===== config.mk =====
export PLATFORM = sky130hd
export DESIGN_NAME = uart_tx_scheduler_flat
export DESIGN_NICKNAME = d
export VERILOG_FILES = /design/src/rtl/uart_tx_scheduler_if.sv /design/src/rtl/uart_tx_scheduler.sv /design/src/flat_wrapper.sv
export SDC_FILE = /design/constraint.sdc
export NUM_CORES = 1
export LEC_CHECK = 0
export BUFFER_PORTS_ARGS = -buffer_cell sky130_fd_sc_hd__buf_2
export CAP_MARGIN = 25
export CORE_ASPECT_RATIO = 1.25
export CORE_UTILIZATION = 40
export DETAILED_ROUTE_END_ITERATION = 8
export GPL_TIMING_DRIVEN = 0
export PLACE_DENSITY = 0.66
export SLEW_MARGIN = 20
export SYNTH_ARGS = -nofsm -noshare
export SYNTH_HDL_FRONTEND = slang
export SYNTH_SLANG_ARGS = --single-unit

===== constraint.sdc =====
create_clock -name i_clk -period 3.02 [get_ports i_clk]
set_clock_uncertainty 0.05 [all_clocks]
set_input_delay 0.604 -clock i_clk [delete_from_list [all_inputs] [get_ports i_clk]]
set_output_delay 0.604 -clock i_clk [all_outputs]
set_load 0.01 [all_outputs]

===== src/rtl/uart_tx_scheduler_if.sv =====
// Request/grant and transmitter-drive bundle for uart_tx_scheduler.
// master = byte producers / transmitter side, slave = the scheduler.
interface uart_tx_scheduler_if #(
  parameter int NUM_REQ = 4,
  parameter int IDW     = (NUM_REQ > 1) ? $clog2(NUM_REQ) : 1
);
  logic [NUM_REQ-1:0]   req;
  logic [8*NUM_REQ-1:0] req_data;
  logic [NUM_REQ-1:0]   ack;
  logic                 tx_en;
  logic [7:0]           tx_data;
  logic                 busy;
  logic [IDW-1:0]       grant_id;

  modport master (output req, req_data, input ack, tx_en, tx_data, busy, grant_id);
  modport slave  (input req, req_data, output ack, tx_en, tx_data, busy, grant_id);
endinterface


===== src/rtl/uart_tx_scheduler.sv =====
// Round-robin share of one UART byte transmitter; ack and first tx_en one cycle after req is seen in IDLE.
// The transmitter gives no backpressure, so every strobe is followed by a fixed GAP_CYCLES idle window.
module uart_tx_scheduler #(
  parameter int NUM_REQ    = 4,
  parameter int BPS_PARA   = 1250,
  parameter int GAP_CYCLES = 11 * BPS_PARA,
  parameter bit FRAME_EN   = 1'b1,
  parameter int IDW        = (NUM_REQ > 1) ? $clog2(NUM_REQ) : 1
) (
  input  logic               i_clk,
  input  logic               i_rst,
  uart_tx_scheduler_if.slave io_bus
);

  localparam int CW = 17;
  localparam logic [CW-1:0] GAP_LOAD = CW'(GAP_CYCLES - 1);

  typedef enum logic [2:0] {S_IDLE, S_HDR_STB, S_HDR_GAP, S_DAT_STB, S_DAT_GAP} state_t;

  state_t             r_state, w_state_nxt;
  logic [CW-1:0]      r_cnt, w_cnt_nxt;
  logic [IDW-1:0]     r_last, r_grant_id, w_win_id, w_idx;
  logic               w_win_vld, w_grant;
  logic [7:0]         r_payload, r_tx_data, w_tx_data_nxt, w_req_byte;
  logic [NUM_REQ-1:0] r_ack, w_ack_nxt;
  logic               r_tx_en, w_tx_en_nxt, r_busy;

  // Search starts one past the last winner and wraps, giving the rotation order.
  always_comb begin
    w_win_vld = 1'b0;
    w_win_id  = '0;
    w_idx     = r_last;
    for (int k = 0; k < NUM_REQ; k++) begin
      w_idx = (w_idx == IDW'(NUM_REQ - 1)) ? '0 : w_idx + IDW'(1);
      if (!w_win_vld && io_bus.req[w_idx]) begin
        w_win_vld = 1'b1;
        w_win_id  = w_idx;
      end
    end
  end

  always_comb begin
    w_req_byte = '0;
    for (int i = 0; i < NUM_REQ; i++) begin
      if (w_win_id == IDW'(i)) w_req_byte = io_bus.req_data[8*i +: 8];
    end
  end

  assign w_grant = (r_state == S_IDLE) && w_win_vld;

  always_ff @(posedge i_clk or posedge i_rst) begin
    if (i_rst) begin
      r_state    <= S_IDLE;
      r_cnt      <= '0;
      r_last     <= IDW'(NUM_REQ - 1);
      r_grant_id <= '0;
      r_payload  <= '0;
      r_ack      <= '0;
      r_tx_en    <= 1'b0;
      r_tx_data  <= '0;
      r_busy     <= 1'b0;
    end else begin
      r_state   <= w_state_nxt;
      r_cnt     <= w_cnt_nxt;
      r_ack     <= w_ack_nxt;
      r_tx_en   <= w_tx_en_nxt;
      r_tx_data <= w_tx_data_nxt;
      r_busy    <= (w_state_nxt != S_IDLE);
      if (w_grant) begin
        r_last     <= w_win_id;
        r_grant_id <= w_win_id;
        r_payload  <= w_req_byte;
      end
    end
  end

  always_comb begin
    w_state_nxt = r_state;
    w_cnt_nxt   = r_cnt;
    case (r_state)
      S_IDLE:    if (w_win_vld) w_state_nxt = FRAME_EN ? S_HDR_STB : S_DAT_STB;
      S_HDR_STB: begin
        w_state_nxt = S_HDR_GAP;
        w_cnt_nxt   = GAP_LOAD;
      end
      S_HDR_GAP: begin
        if (r_cnt == '0) w_state_nxt = S_DAT_STB;
        else             w_cnt_nxt   = r_cnt - CW'(1);
      end
      S_DAT_STB: begin
        w_state_nxt = S_DAT_GAP;
        w_cnt_nxt   = GAP_LOAD;
      end
      S_DAT_GAP: begin
        if (r_cnt == '0) w_state_nxt = S_IDLE;
        else             w_cnt_nxt   = r_cnt - CW'(1);
      end
      default:   w_state_nxt = S_IDLE;
    endcase
  end

  // tx_data only moves on the cycle before a strobe, so it is stable across each gap.
  always_comb begin
    w_ack_nxt     = '0;
    w_tx_data_nxt = r_tx_data;
    if (w_grant) begin
      w_ack_nxt     = NUM_REQ'(1) << w_win_id;
      w_tx_data_nxt = FRAME_EN ? {4'hA, 4'(w_win_id)} : w_req_byte;
    end else if (r_state == S_HDR_GAP && r_cnt == '0) begin
      w_tx_data_nxt = r_payload;
    end
    w_tx_en_nxt = (w_state_nxt == S_HDR_STB) || (w_state_nxt == S_DAT_STB);
  end

  assign io_bus.ack      = r_ack;
  assign io_bus.tx_en    = r_tx_en;
  assign io_bus.tx_data  = r_tx_data;
  assign io_bus.busy     = r_busy;
  assign io_bus.grant_id = r_grant_id;

endmodule


===== src/flat_wrapper.sv =====
// flat-port wrapper written by rule: the top's interface ports become plain ports
module uart_tx_scheduler_flat 
#(
  parameter int NUM_REQ    = 4,
  parameter int BPS_PARA   = 1250,
  parameter int GAP_CYCLES = 11 * BPS_PARA,
  parameter bit FRAME_EN   = 1'b1,
  parameter int IDW        = (NUM_REQ > 1) ? $clog2(NUM_REQ) : 1
)
  (i_clk, i_rst, io_bus_req, io_bus_req_data, io_bus_ack, io_bus_tx_en, io_bus_tx_data, io_bus_busy, io_bus_grant_id);
  uart_tx_scheduler_if #(.NUM_REQ(NUM_REQ), .IDW(IDW)) io_bus_i ();
  input  logic i_clk;
  input  logic i_rst;
  input wire logic [$bits(io_bus_i.req)-1:0] io_bus_req;
  input wire logic [$bits(io_bus_i.req_data)-1:0] io_bus_req_data;
  output wire logic [$bits(io_bus_i.ack)-1:0] io_bus_ack;
  output wire logic [$bits(io_bus_i.tx_en)-1:0] io_bus_tx_en;
  output wire logic [$bits(io_bus_i.tx_data)-1:0] io_bus_tx_data;
  output wire logic [$bits(io_bus_i.busy)-1:0] io_bus_busy;
  output wire logic [$bits(io_bus_i.grant_id)-1:0] io_bus_grant_id;
  assign io_bus_i.req = io_bus_req;
  assign io_bus_i.req_data = io_bus_req_data;
  assign io_bus_ack = io_bus_i.ack;
  assign io_bus_tx_en = io_bus_i.tx_en;
  assign io_bus_tx_data = io_bus_i.tx_data;
  assign io_bus_busy = io_bus_i.busy;
  assign io_bus_grant_id = io_bus_i.grant_id;
  uart_tx_scheduler #(.NUM_REQ(NUM_REQ), .BPS_PARA(BPS_PARA), .GAP_CYCLES(GAP_CYCLES), .FRAME_EN(FRAME_EN), .IDW(IDW)) u_core (.i_clk(i_clk), .i_rst(i_rst), .io_bus(io_bus_i));
endmodule

======== Word-level counts from Yosys, hierarchy flattened ========
Cells that the tools add are included.
cells by class
  equality and inequality tests ........... 14
  muxes and demuxes ....................... 33
  shift-type cells ........................ 1
  add/subtract/negate cells ............... 5
  reductions and logical operators ........ 18
  $lt $le $gt $ge ......................... 4
operator list
  kind                                                                   count
  8-bit 2-to-1 mux                                                       6
  17-bit one-hot mux with 2 select lines                                 1
  17-bit zero test                                                       1
  17-bit 2-to-1 mux                                                      1
  17-bit by 1-bit subtractor with 17-bit output (second input constant)  1
  2-bit 2-to-1 mux                                                       8
  3-bit one-hot mux with 5 select lines                                  1
  2-bit == test (second input constant)                                  6
  2-bit by 3-bit < comparator with 1-bit output (second input constant)  4
  3-bit by 2-bit == test with 1-bit output (second input constant)       3
  3-bit 2-to-1 mux                                                       3
  2-bit by 1-bit adder with 2-bit output (second input constant)         4
  1-bit binary-select mux with 2-bit select                              4
  1-bit 2-to-1 mux                                                       8
  3-bit by 1-bit == test with 1-bit output (second input constant)       2
  1-bit logical AND                                                      5
  4-bit 2-to-1 mux                                                       1
  2-bit nonzero test                                                     2
  2-bit OR reduction                                                     2
  1-bit by 2-bit left shift with 4-bit output (first input constant)     1
  3-bit == test (second input constant)                                  1
  1-bit zero test                                                        3
  3-bit zero test                                                        1
  3-bit nonzero test                                                     1
  other kinds (5)                                                        5
storage, ports and cells
  register bits after elaboration ......... 46
  output and inout bits ................... 16
  logic and storage cells ................. 84

======== Logic depth before layout (Yosys ltp) ========
  depth after elaboration ................. 19
  gate-level depth with buffers ........... 9
  depth with buffers taken out ............ 7

======== Worst setup path before layout ========
Ideal clock, no wire load.
  path kind ............................... reg-to-reg
  start point ............................. register u_core.r_last[0]
  end point ............................... register u_core.r_payload[0]
  buffers on the path ..................... 2
  path slack .............................. 0.289 ns
  arrival time ............................ 2.587 ns
  period minus slack after synthesis ...... 2.731 ns
  cell stages (with the launch flop) ...... 9
  path through ............................ dfstp_2 -> ha_1 -> clkbuf_1 -> o31ai_1 -> a21oi_1 -> nor3_1 -> clkbuf_1 -> a21oi_1 -> a211oi_1
on the way
  cells in the longest elaborated chain, start to end .. 19
RTL lines
  element                                                                                          RTL line                 source
  from (decl)                                                                                      uart_tx_scheduler.sv:22  logic [IDW-1:0] r_last, r_grant_id, w_win_id, w_idx;
  from (signal assigned)                                                                           uart_tx_scheduler.sv:55  r_last <= IDW'(NUM_REQ - 1);
  from (signal assigned)                                                                           uart_tx_scheduler.sv:70  r_last <= w_win_id;
  2-bit by 1-bit adder with 2-bit output / 2-bit == test (equally long branches)                   uart_tx_scheduler.sv:34  w_idx = (w_idx == IDW'(NUM_REQ - 1)) ? '0 : w_idx + IDW'(1);
  2-bit 2-to-1 mux (*)                                                                             uart_tx_scheduler.sv:34
  parallel branches: the longest is 17 deep, another holds 2-bit by 1-bit adder with 2-bit output  -
  to (signal assigned)                                                                             uart_tx_scheduler.sv:72  r_payload <= w_req_byte;
  to (decl)                                                                                        uart_tx_scheduler.sv:24  logic [7:0] r_payload, r_tx_data, w_tx_data_nxt, w_req_byte;
Every way passes the cells marked *. The select of a mux whose other input is x is not followed.
A chain may end at the register's enable or synchronous reset.

======== Final worst setup path ========
  start point ............................. register u_core.r_last[0]
  end point ............................... register u_core.r_payload[7]
Same word-level chain as after synthesis.

==> results.yml <==
place:
  dp_hpwl_mm: 3.78
  port_buffers: 52
  dp_cells: 358
  routabilityCongestion: 0.704
  placed_area_um2: 2740
timing:
  whs_ps: 297
  fin_crit_ps: 2870
  finalSetupViolations: 0
  hold_violations: 0
  min_period_over_period_pct: 95.1
  fin_setup_tns_ps: 0
  rsz0062_at_grt: "false"
  drv_slew: 0
  max_freq_ghz: 0.348
  worst_pin_slew_ps: 799
  slew_headroom_pct: 46.3
setup_path:
  critPathKind: "flip-flop to flip-flop"
  cp-start-kind: "flip-flop"
  critPathMaxFanout: 9
  setup.worst_path.end_class: "flip-flop"
  required_ps: 3190
  crit_start: "u_core.r_last[0]$_DFFE_PP1P_"
  timing.rr.start: "u_core.r_last[0]$_DFFE_PP1P_"
  crit_arrival_ps: 3040
cells_and_area:
  fin_nets: 342
  area_growth_pct: 21.3
  antenna-diode-count: 0
  drive_gt1_share_pct: 25.8
  layout_common_cells: "buf_2 (54), dfrtp_1 (44), nor2_1 (28)"
  final_common_cell: "buf_2"
  final_cell_area_um2: 2880
  finalNonFillerCells: 368
yosys:
  synth_top_area_cell: "dfrtp_1"
  synth-seq-cells: 46
  synth_edf_count: 0
  ys_seq_area_share_pct: 48.7
  yosysWarningCount: 0
  syn_inst: 239
  yosysTopAreaCellShare_pct: 46.4
  ys_top_cells_by_area: "dfrtp_1 (46%), mux2i_1 (7.2%), a211oi_1 (4.4%)"
  syn_area_um2: 2370
  synth_cell_type_count: 42
  avgSynthCellArea_um2: 9.92
  ys.flop_type: "dfrtp_1"
  postSynth.asyncResetShare_pct: 100
  synth_nets: 280
global_route:
  antenna_found_initial: 0
  gr-total-overflow: 0
  grt_pass1_vias: 1876
  grt_pass1_wl_mm: 8.47
  grt_max_degree: 26
  grt_util_all_layers_pct: 17.3
cts:
  cts.sinks: 46
  cts-root-buf: "clkbuf_8"
  cts_hold_buf: 0
  clock_latency_ps: 300
  clk_pin_slew_worst_paths_ps: 90
  htreeDepth: 2
  cts_made_buffers: 5
  cts_tree: "yes"
  cts_max_path_buffers: 2
hold_path:
  hold_class: "primary input to async pin"
power:
  p_leak_uw: 0.00134
  vdd_ir_drop_max_mv: 0.246
  fin_total_pwr_uw: 1270
  p_int_uw: 960
  seqPwrFrac_pct: 51.4
  p_sw_share_pct: 24.4
  power_switching_uw: 310
  power_frac_clock_pct: 35.7
  powerDensity_nw_per_um2: 442
  p_comb_share_pct: 12.9
detailed_routing:
  routed_wl_mm: 5.02
  postRouteAntennaNets: 0
  firstDrtPassIters: 4
  wire_per_inst_um: 13.6
  dr_total_vias: 2006
  routed_via_density: 5.45
  drt_iter0_drc: 89
  drc: 0
die:
  die_w_um: 70.9
  dieHeight_um: 88.1
  io_pins: 54
  core-area_um2: 5740
  die_area_um2: 6240
  start_util_pct: 41.3
  core.rowCount: 31
flow_run:
  maxCapViolCount: 0
run_status:
  status: "complete, no violations"
flip-flops by register name, indices dropped and copies added (netlist names):
register and flops:
u_core.io_bus.ack 4, u_core.r_state 3, u_core.io_bus.busy 1, u_core.r_payload 8, u_core.io_bus.tx_en 1, u_core.r_cnt 17, u_core.io_bus.tx_data 8, u_core.io_bus.grant_id 2
u_core.r_last 2
power groups by stage:
stage | Combinational [uW] | Clock [uW] | Sequential, uW
floorplan | 100 | 0 | 664
global placement | 154 | 0 | 665
detailed placement | 161 | 0 | 665
CTS | 163 | 463 | 653
global route | 183 | 483 | 656
finish | 164 | 454 | 653
worst max-delay path: stages (launching register included):
cell      delay [ps]
dfstp_2          610
ha_1             240
clkbuf_1         160
nand2b_1         170
a21oi_1          650
or3_1            200
clkbuf_1         210
mux2_2           380
o21ai_0          140
logic make-up after synthesis:
| kind of cell | synth area share [%] |
|---|---|
| AO/OA/AOI/OAI | 16.8 |
| AND/OR/NAND/NOR | 19.7 |
| XOR/XNOR | 2.22 |
| flip-flops | 48.7 |
| multiplexers | 7.65 |
| adder cells (fa/ha/maj) | 1.58 |
| buffers and inverters | 3.43 |
Yosys cell counts (all sizes together) (4+ instances only):
cell type / count
mux2i: 17
nand2: 21
or4: 5
nand3: 5
a21oi: 11
buf: 4
o21ai: 8
nor4: 8
nor2: 28
o31a: 8
clkbuf: 12
dfrtp: 44
nor3: 8
xor2: 4
a211oi: 14
layout make-up:
class,instances,area [um^2]
fillers,552,2870
flip-flops and latches,46,1150
multi-input cells,174,1150
repair buffers,55,303
well taps,66,82.6
clock buffers,7,76.3
plain buffers,16,71.3
clock inverters,1,30.0
inverters,3,11.3
stage by stage:
step / util (%) / setup WS (ps)
after floorplan: - / 289
after global placement: 47.3 / -121
after detailed placement: 47.8 / -238
after CTS: 49.7 / 10.7
after global routing: 50.1 / 13.9
final: 50.1 / 149
final timing paths:
check | to | depth (start not counted) | slack, ps
setup / recovery | u_core.r_payload[7]$_DFFE_PP0P_ | 8 | 150
hold / removal | u_core.io_bus.tx_en$_DFF_PP0_ | 2 | 300
setup reg to reg | u_core.r_payload[7]$_DFFE_PP0P_ | 8 | 150
hold reg to reg | u_core.r_last[1]$_DFFE_PP1P_ | 2 | 420
max in group asynchronous | u_core.r_last[1]$_DFFE_PP1P_ | 3 | 2030
min in group i_clk | u_core.r_last[1]$_DFFE_PP1P_ | 2 | 420
what timing repair did:
item / CTS / global route
pin swaps: 0 / 1
setup endpoints to repair: 12 / 11
gates resized for setup: 1 / 3
setup buffers: 0 / 2
routing by layer:
| metal | vias up | routed length [um] | track usage [%] |
|---|---|---|---|
| li1 | 1011 | - | - |
| met1 | 941 | 2130 | 20.0 |
| met2 | 49 | 2640 | 32.3 |
| met3 | 5 | 194 | 3.11 |
| met4 | 0 | 58 | 6.00 |
| met5 | - | 0 | 0 |
(Power assumes the default switching activity.)
